==> src/rtl/rf_ldst_engine.sv <==
// Moves line_num register-file lines to or from SDRAM over an Avalon-MM master,
// one line per bus transaction with at most one transaction outstanding.
module rf_ldst_engine #(
    parameter int RF_ADDR_W = 10,
    parameter int DATA_W    = 128
) (
    input  logic                 clk,
    input  logic                 rst,
    input  logic                 load_start,
    input  logic                 store_start,
    input  logic [RF_ADDR_W-1:0] rf_addr,
    input  logic [31:0]          sdram_addr,
    input  logic [7:0]           line_num,
    output logic                 busy,
    output logic                 done,
    output logic                 rf_rd_en,
    output logic [RF_ADDR_W-1:0] rf_rd_addr,
    input  logic [DATA_W-1:0]    rf_rd_data,
    output logic                 rf_wr_en,
    output logic [RF_ADDR_W-1:0] rf_wr_addr,
    output logic [DATA_W-1:0]    rf_wr_data,
    output logic [31:0]          avm_address,
    output logic                 avm_read,
    output logic                 avm_write,
    output logic [DATA_W-1:0]    avm_writedata,
    input  logic [DATA_W-1:0]    avm_readdata,
    input  logic                 avm_readdatavalid,
    input  logic                 avm_waitrequest
);

    localparam logic [31:0] STRIDE = 32'(DATA_W / 8);

    typedef enum logic [2:0] {
        IDLE,
        LD_REQ,
        LD_WAIT,
        ST_RD,
        ST_WR,
        FIN
    } state_t;

    state_t                 state_reg;
    logic [RF_ADDR_W-1:0]   rf_addr_reg;
    logic [31:0]            sdram_addr_reg;
    logic [7:0]             remain_reg;
    logic [DATA_W-1:0]      wdata_reg;
    logic                   wr_first_reg;

    always_ff @(posedge clk) begin
        if (rst) begin
            state_reg      <= IDLE;
            rf_addr_reg    <= '0;
            sdram_addr_reg <= '0;
            remain_reg     <= '0;
            wdata_reg      <= '0;
            wr_first_reg   <= 1'b0;
        end else begin
            case (state_reg)
                IDLE: begin
                    if (load_start || store_start) begin
                        rf_addr_reg    <= rf_addr;
                        sdram_addr_reg <= sdram_addr;
                        remain_reg     <= line_num;
                        if (line_num == 8'd0)
                            state_reg <= FIN;
                        else if (load_start)
                            state_reg <= LD_REQ;
                        else
                            state_reg <= ST_RD;
                    end
                end
                LD_REQ: begin
                    if (!avm_waitrequest)
                        state_reg <= LD_WAIT;
                end
                LD_WAIT: begin
                    if (avm_readdatavalid) begin
                        rf_addr_reg    <= rf_addr_reg + RF_ADDR_W'(1);
                        sdram_addr_reg <= sdram_addr_reg + STRIDE;
                        remain_reg     <= remain_reg - 8'd1;
                        state_reg      <= (remain_reg == 8'd1) ? FIN : LD_REQ;
                    end
                end
                ST_RD: begin
                    state_reg    <= ST_WR;
                    wr_first_reg <= 1'b1;
                end
                ST_WR: begin
                    // RF data is only valid in the first ST_WR cycle; hold it for stalls
                    if (wr_first_reg) begin
                        wdata_reg    <= rf_rd_data;
                        wr_first_reg <= 1'b0;
                    end
                    if (!avm_waitrequest) begin
                        rf_addr_reg    <= rf_addr_reg + RF_ADDR_W'(1);
                        sdram_addr_reg <= sdram_addr_reg + STRIDE;
                        remain_reg     <= remain_reg - 8'd1;
                        state_reg      <= (remain_reg == 8'd1) ? FIN : ST_RD;
                    end
                end
                FIN: begin
                    state_reg <= IDLE;
                end
                default: begin
                    state_reg <= IDLE;
                end
            endcase
        end
    end

    assign busy          = (state_reg != IDLE);
    assign done          = (state_reg == FIN);
    assign avm_read      = (state_reg == LD_REQ);
    assign avm_write     = (state_reg == ST_WR);
    assign avm_address   = sdram_addr_reg;
    assign avm_writedata = (avm_write && wr_first_reg) ? rf_rd_data : wdata_reg;
    assign rf_rd_en      = (state_reg == ST_RD);
    assign rf_rd_addr    = rf_addr_reg;
    // Read data flows straight into the RF in the cycle it arrives
    assign rf_wr_en      = (state_reg == LD_WAIT) && avm_readdatavalid;
    assign rf_wr_addr    = rf_addr_reg;
    assign rf_wr_data    = rf_wr_en ? avm_readdata : '0;

endmodule

==> config.mk <==
export PLATFORM = sky130hd
export DESIGN_NAME = rf_ldst_engine
export DESIGN_NICKNAME = d
export VERILOG_FILES = /design/src/rtl/rf_ldst_engine.sv
export SDC_FILE = /design/constraint.sdc
export NUM_CORES = 1
export LEC_CHECK = 0
export ABC_AREA = 1
export CAP_MARGIN = 20
export CORE_AREA = 2 2 240 242
export CTS_BUF_LIST = sky130_fd_sc_hd__clkbuf_8
export DETAILED_ROUTE_END_ITERATION = 10
export DIE_AREA = 0 0 242 244
export GPL_ROUTABILITY_DRIVEN = 0
export PLACE_DENSITY = 0.52
export SLEW_MARGIN = 20
export SYNTH_ARGS = -nofsm -noshare
export SYNTH_HDL_FRONTEND = slang
export SYNTH_SLANG_ARGS = --single-unit
export TNS_END_PERCENT = 5
==> constraint.sdc <==
create_clock -name clk -period 1.6 [get_ports clk]
set_clock_uncertainty 0.05 [all_clocks]
set_input_delay 0.24 -clock clk [delete_from_list [all_inputs] [get_ports clk]]
set_output_delay 0.24 -clock clk [all_outputs]
set_load 0.05 [all_outputs]
Word level (Yosys, flattened, before mapping)
Cells that the tools add are included.
- input port bits: 312
- register bits after elaboration: 182
- output and inout bits: 314
- logic and storage cells: 54
- reduce and logical (&&, ||, !) cells: 11
- mux-type cells: 24
- equal/unequal tests: 10
- add/sub/neg operators: 3
- operator list (cell ; number):
    $mux W128 ; 2
    $mux W32 ; 3
    $pmux W32 S3 ; 1
    $add A32 B5 Y32 const B ; 1
    $mux W10 ; 3
    $pmux W10 S3 ; 1
    $mux W8 ; 3
    $pmux W8 S3 ; 1
    $mux W3 ; 7
    $pmux W3 S5 ; 1
    $add A10 B1 Y10 const B ; 1
    $eq A8 B1 Y1 const B ; 1
    $logic_not A8 Y1 ; 1
    $ne A2 B2 Y1 const B ; 4
    $reduce_and A4 Y1 ; 2
    $sub A8 B1 Y8 const B ; 1
    $eq A3 B2 Y1 const B ; 2
    $eq A3 B3 Y1 const B ; 2
    $reduce_bool A3 Y1 ; 2
    $eq A3 B1 Y1 const B ; 1
    $logic_not A3 Y1 ; 1
    $logic_and A1 B1 Y1 ; 2
    $mux W2 ; 1
    $pmux W1 S2 ; 1
    other kinds (3) ; 3

Depth between registers and ports, before layout
- depth after elaboration: 4
- depth in mapped cells: 10
- gate-level depth less buffers: 10

Worst setup path before layout
Ideal clock, no wire load.
- kind: reg2out
- start point: reg state_reg[2]
- end point: out rf_wr_data[107]
- data required time: 1310 ps
- buffers on the path: 2
- arrival time: 2409 ps
- path slack: -1099 ps
- cell stages (with the launch flop): 8
- path through: dfxtp_1 > nor2_1 > nand2_1 > nor2_1 > inv_1 > buf_2 > buf_1 > nor2_1
- word-level cells in the longest chain between the ends: 3
- ends and longest elaborated chain (element ; line ; RTL):
    start: declaration ; 42 ; state_t state_reg;
    start signal: assignment ; 81 ; state_reg <= (remain_reg == 8'd1) ? FIN : LD_REQ;
    start signal: assignment ; 98 ; state_reg <= (remain_reg == 8'd1) ? FIN : ST_RD;
    $eq A3 B2 Y1 ; 120 ; assign rf_wr_en = (state_reg == LD_WAIT) && avm_readdatavalid;
    $logic_and A1 B1 Y1 ; 120 ;
    net rf_wr_en ; 19 ; output logic rf_wr_en,
    $mux W128 ; 122 ; assign rf_wr_data = rf_wr_en ? avm_readdata : '0;
    end: declaration ; 21 ; output logic [DATA_W-1:0] rf_wr_data,
The timed path passes the listed nets, and every way through them passes these cells.

Final worst setup path
- start point: reg state_reg[0]
- end point: out avm_writedata[42]
- word-level cells in the longest chain between the ends: 3
- ends and longest elaborated chain (element ; line ; RTL):
    $eq A3 B3 Y1 ; 114 ; assign avm_write = (state_reg == ST_WR);
    $logic_and A1 B1 Y1 ; 116 ; assign avm_writedata = (avm_write && wr_first_reg) ? rf_rd_data : wdata_reg;
    $mux W128 ; 116 ;
    end: declaration ; 25 ; output logic [DATA_W-1:0] avm_writedata,
No other way between the ends.

==> run summary <==
die area: 0.0590 mm2
CP max FO: 18
vias: 13900
Max-slew headroom: 79.8%
CP peak stage delay: 0.35 ns
commonest cells in the netlist: inv_1, nor2_1, dfxtp_1
asr flop ratio synth: 0%
Switch Pwr: 0.0119 W
Iteration-0 DRC Markers: 474
Main synth FF type: dfxtp_1
CP max-delay cell: dfxtp_2
maximum VDD drop: 1080 uV
mux cell area share after synthesis: 0%
Synth area leaders: dfxtp_1, inv_1, a211oi_2
Syn Inst Count: 1704
status: finished with violations
Compound-Gate Fraction of Synth Area: 24.2%
r2r startpoint: state_reg[0]
P&R area growth vs syn: 116%
failing checks: negative setup slack
Overflow after GRT: 0
final hold vios: 0
Finished Cell Area: 0.0248 mm2
EDFF count, synth: 0
Worst-Margin Slew: 0.304 ns
cells on worst reg2reg path: 10
Clock Tree Root: clkbuf_8
Synth Area in XOR/XNOR: 0.152%
Via density: 4.18
fill count: 5522
Overall Power: 0.0254 W
Simple-Gate Fraction of Synth Area: 23.3%
sequential-to-total area share from yosys stat: 31.7%
Hold Path Origin: sdram_addr[6]
reg2reg end: rf_rd_addr[6]
standard-cell row count: 87
Hold Path Stages: 3
CTS sink cnt: 182
final cycle utilization of the critical path: 154%
first-pass GRT wire length: 81300 um
ratio of cells with drive above 1 in the final layout: 45.3%
Critical Path Sink Type: output port
Die Height: 244 um
reg2reg setup slack: -0.23 ns
Clk pin slew, worst setup/hold paths: 0.11 ns
CP startpoint kind: register
Min-Delay Endpoint: avm_address[6]
maximum clock path buffer count: 2
synthesized flop and latch total: 182
area leader, netlist: dfxtp_1
adder-cell share of the synthesized area: 0.435%
crit path kind: register to output port
Seq pwr share: 23.0%
top cell type's share of synthesized area: 31.7%
Pwr Density: 1020 mW/mm2
Internal: 0.0136 W
Setup-failing EPs final: 319
synthesized cell area: 0.0115 mm2
Routed Antenna Nets: 0
Max Cap Viol: 0
WL final: 54100 um
IO buf count: 625
Distinct cells, synth: 35
max-slew violation count: 0
total CTS buffers: 17
# IOs: 626
most common cell in the netlist: inv_1
post-layout util: 44.2%
number of global-route vias before repair: 14200
Mean Syn Cell Area: 6.75 um2
clk_lat worst skew: 0.57 ns
RSZ-0062 raised after global routing: true
htree depth: 4
max reg flops: 128
largest net degree at the start of global routing: 35
Hold Crit Class: input port to register
largest family of logic cells by synthesized area: compound AO/OA/AOI/OAI gates
DRT Pass-1 Iters: 5
critical-path cell list: nor2_2, nand2_2, inv_4, nand2_8, clkinv_8, bufbuf_16, buf_4, a21oi_4, buf_12
CP required: 1.31 ns
placed cell area: 0.0226 mm2
total placed cells including tap cells: 3262
Final nets: 2864
switching share of power: 46.7%
worst path arrival time: 2.18 ns
yosys warns: 0
crit path time final: 2.47 ns
core area: 0.0562 mm2
Final WS setup: -0.871 ns
Post-Place Setup Slack: -0.472 ns
GRT Overall Usage: 17.8%
Non-Filler Instances: 3326
f_max: 405 MHz
Initial Util: 20.5%
WL per Instance: 16.3 um
clock share of power: 12.8%
Leakage: 10.8 nW
# DRC: 0
hpwl dp: 42600 um
initial antenna violation count: 13
syn nets: 2020
logic gate share of total power: 64.2%
CTS tree: done
Die Width: 242 um
## placed cells by master (no fill, tap or decap), types with 6 or more instances in the layout
cell type / instances
a211oi_1: 13
a211oi_2: 116
a21oi_1: 52
a21oi_2: 99
a21oi_4: 27
a31oi_1: 9
buf_12: 239
buf_16: 8
buf_4: 262
buf_6: 102
clkbuf_8: 18
clkdlybuf4s50_1: 310
dfxtp_1: 150
dfxtp_2: 28
diode_2: 9
inv_1: 381
inv_2: 48
inv_4: 7
nand2_1: 168
nand2_2: 6
nand3_1: 39
nor2_1: 147
nor2_2: 56
nor2_4: 31
nor3_1: 6
o21ai_0: 36
o21ai_1: 7
o22ai_1: 6
or2_1: 57
or2_2: 63
or2_4: 12
## through the flow
step / TNS, ns / hold slack, ns
after floorplan: -174.88 / 0.334
after global placement: -103.66 / 0.386
after detailed placement: -108.91 / 0.391
after CTS: -216.91 / 0.112
after global routing: -244.10 / 0.162
final: -197.28 / 0.183
## kinds of logic (layout without fill, tap and decap cells)
kind of cell    count (synthesis)  in the layout
flops                         182            182
buf+inv                       543           1400
simple gates                  599            599
fa+ha+maj                       4              4
xor+xnor                        2              2
other cells                     0              9
compound gates                374            374
## how the worst max path moves through the flow
stage / from / end / slack, ns
2_1_floorplan: state_reg[1] / avm_writedata[29] / -0.80
3_3_place_gp: avm_readdatavalid / rf_wr_data[117] / -0.50
3_5_place_dp: avm_readdatavalid / rf_wr_data[117] / -0.47
4_1_cts: state_reg[0] / avm_writedata[38] / -0.95
5_1_grt: state_reg[0] / avm_writedata[76] / -0.99
6_report: state_reg[0] / avm_writedata[42] / -0.87
## per-layer routing
metal / routed length [um] / global-route usage, % / up-vias / share of wire, %
met2: 28300 / 32.2 / 445 / 52
li1: - / - / 6908 / -
met3: 4000 / 6.20 / 65 / 7.4
met1: 20400 / 18.8 / 6480 / 38
met5: 13 / 0 / - / 0.024
met4: 1440 / 7.19 / 2 / 2.7
## power groups by stage
stage | registers [W] | clock network, W | logic (W)
after floorplan | 0.00739 | 0 | 0.00666
after global placement | 0.00578 | 0 | 0.0154
after detailed placement | 0.00580 | 0 | 0.0155
after CTS | 0.00582 | 0.00344 | 0.0161
after global routing | 0.00593 | 0.00355 | 0.0174
final | 0.00584 | 0.00325 | 0.0163
## worst max-delay path, delay by kind of cell, from the launching register on
| kind | cells | cell delay [ns] |
|---|---|---|
| compound gates | 1 | 0.17 |
| buf+inv | 5 | 0.82 |
| flops | 1 | 0.35 |
| simple gates | 3 | 0.25 |
## cell type report
type                    count  area (um2)  share of cell area [%]
inverters                 437        1680                    6.76
repair inverters            2        27.5                   0.111
clock buffers              18         248                   0.998
repair buffers            929       11400                    45.8
multi-input cells         979        6710                    27.0
diodes                      9        22.5                  0.0907
well taps                 756         946                    3.81
flip-flops and latches    182        3690                    14.9
clock inverters            14         125                   0.504
## what timing repair did
| item | in CTS | in global routing |
|---|---|---|
| endpoints found under the setup margin | 444 | 423 |
| gates cloned | 7 | 1 |
| hold buffers | 1 | 0 |
| pin swaps | 10 | 6 |
| endpoints found under the hold margin | 15 | 0 |
| buffers inserted | 6 | 9 |
| gates resized for setup | 333 | 138 |
(Power assumes the default switching activity.)
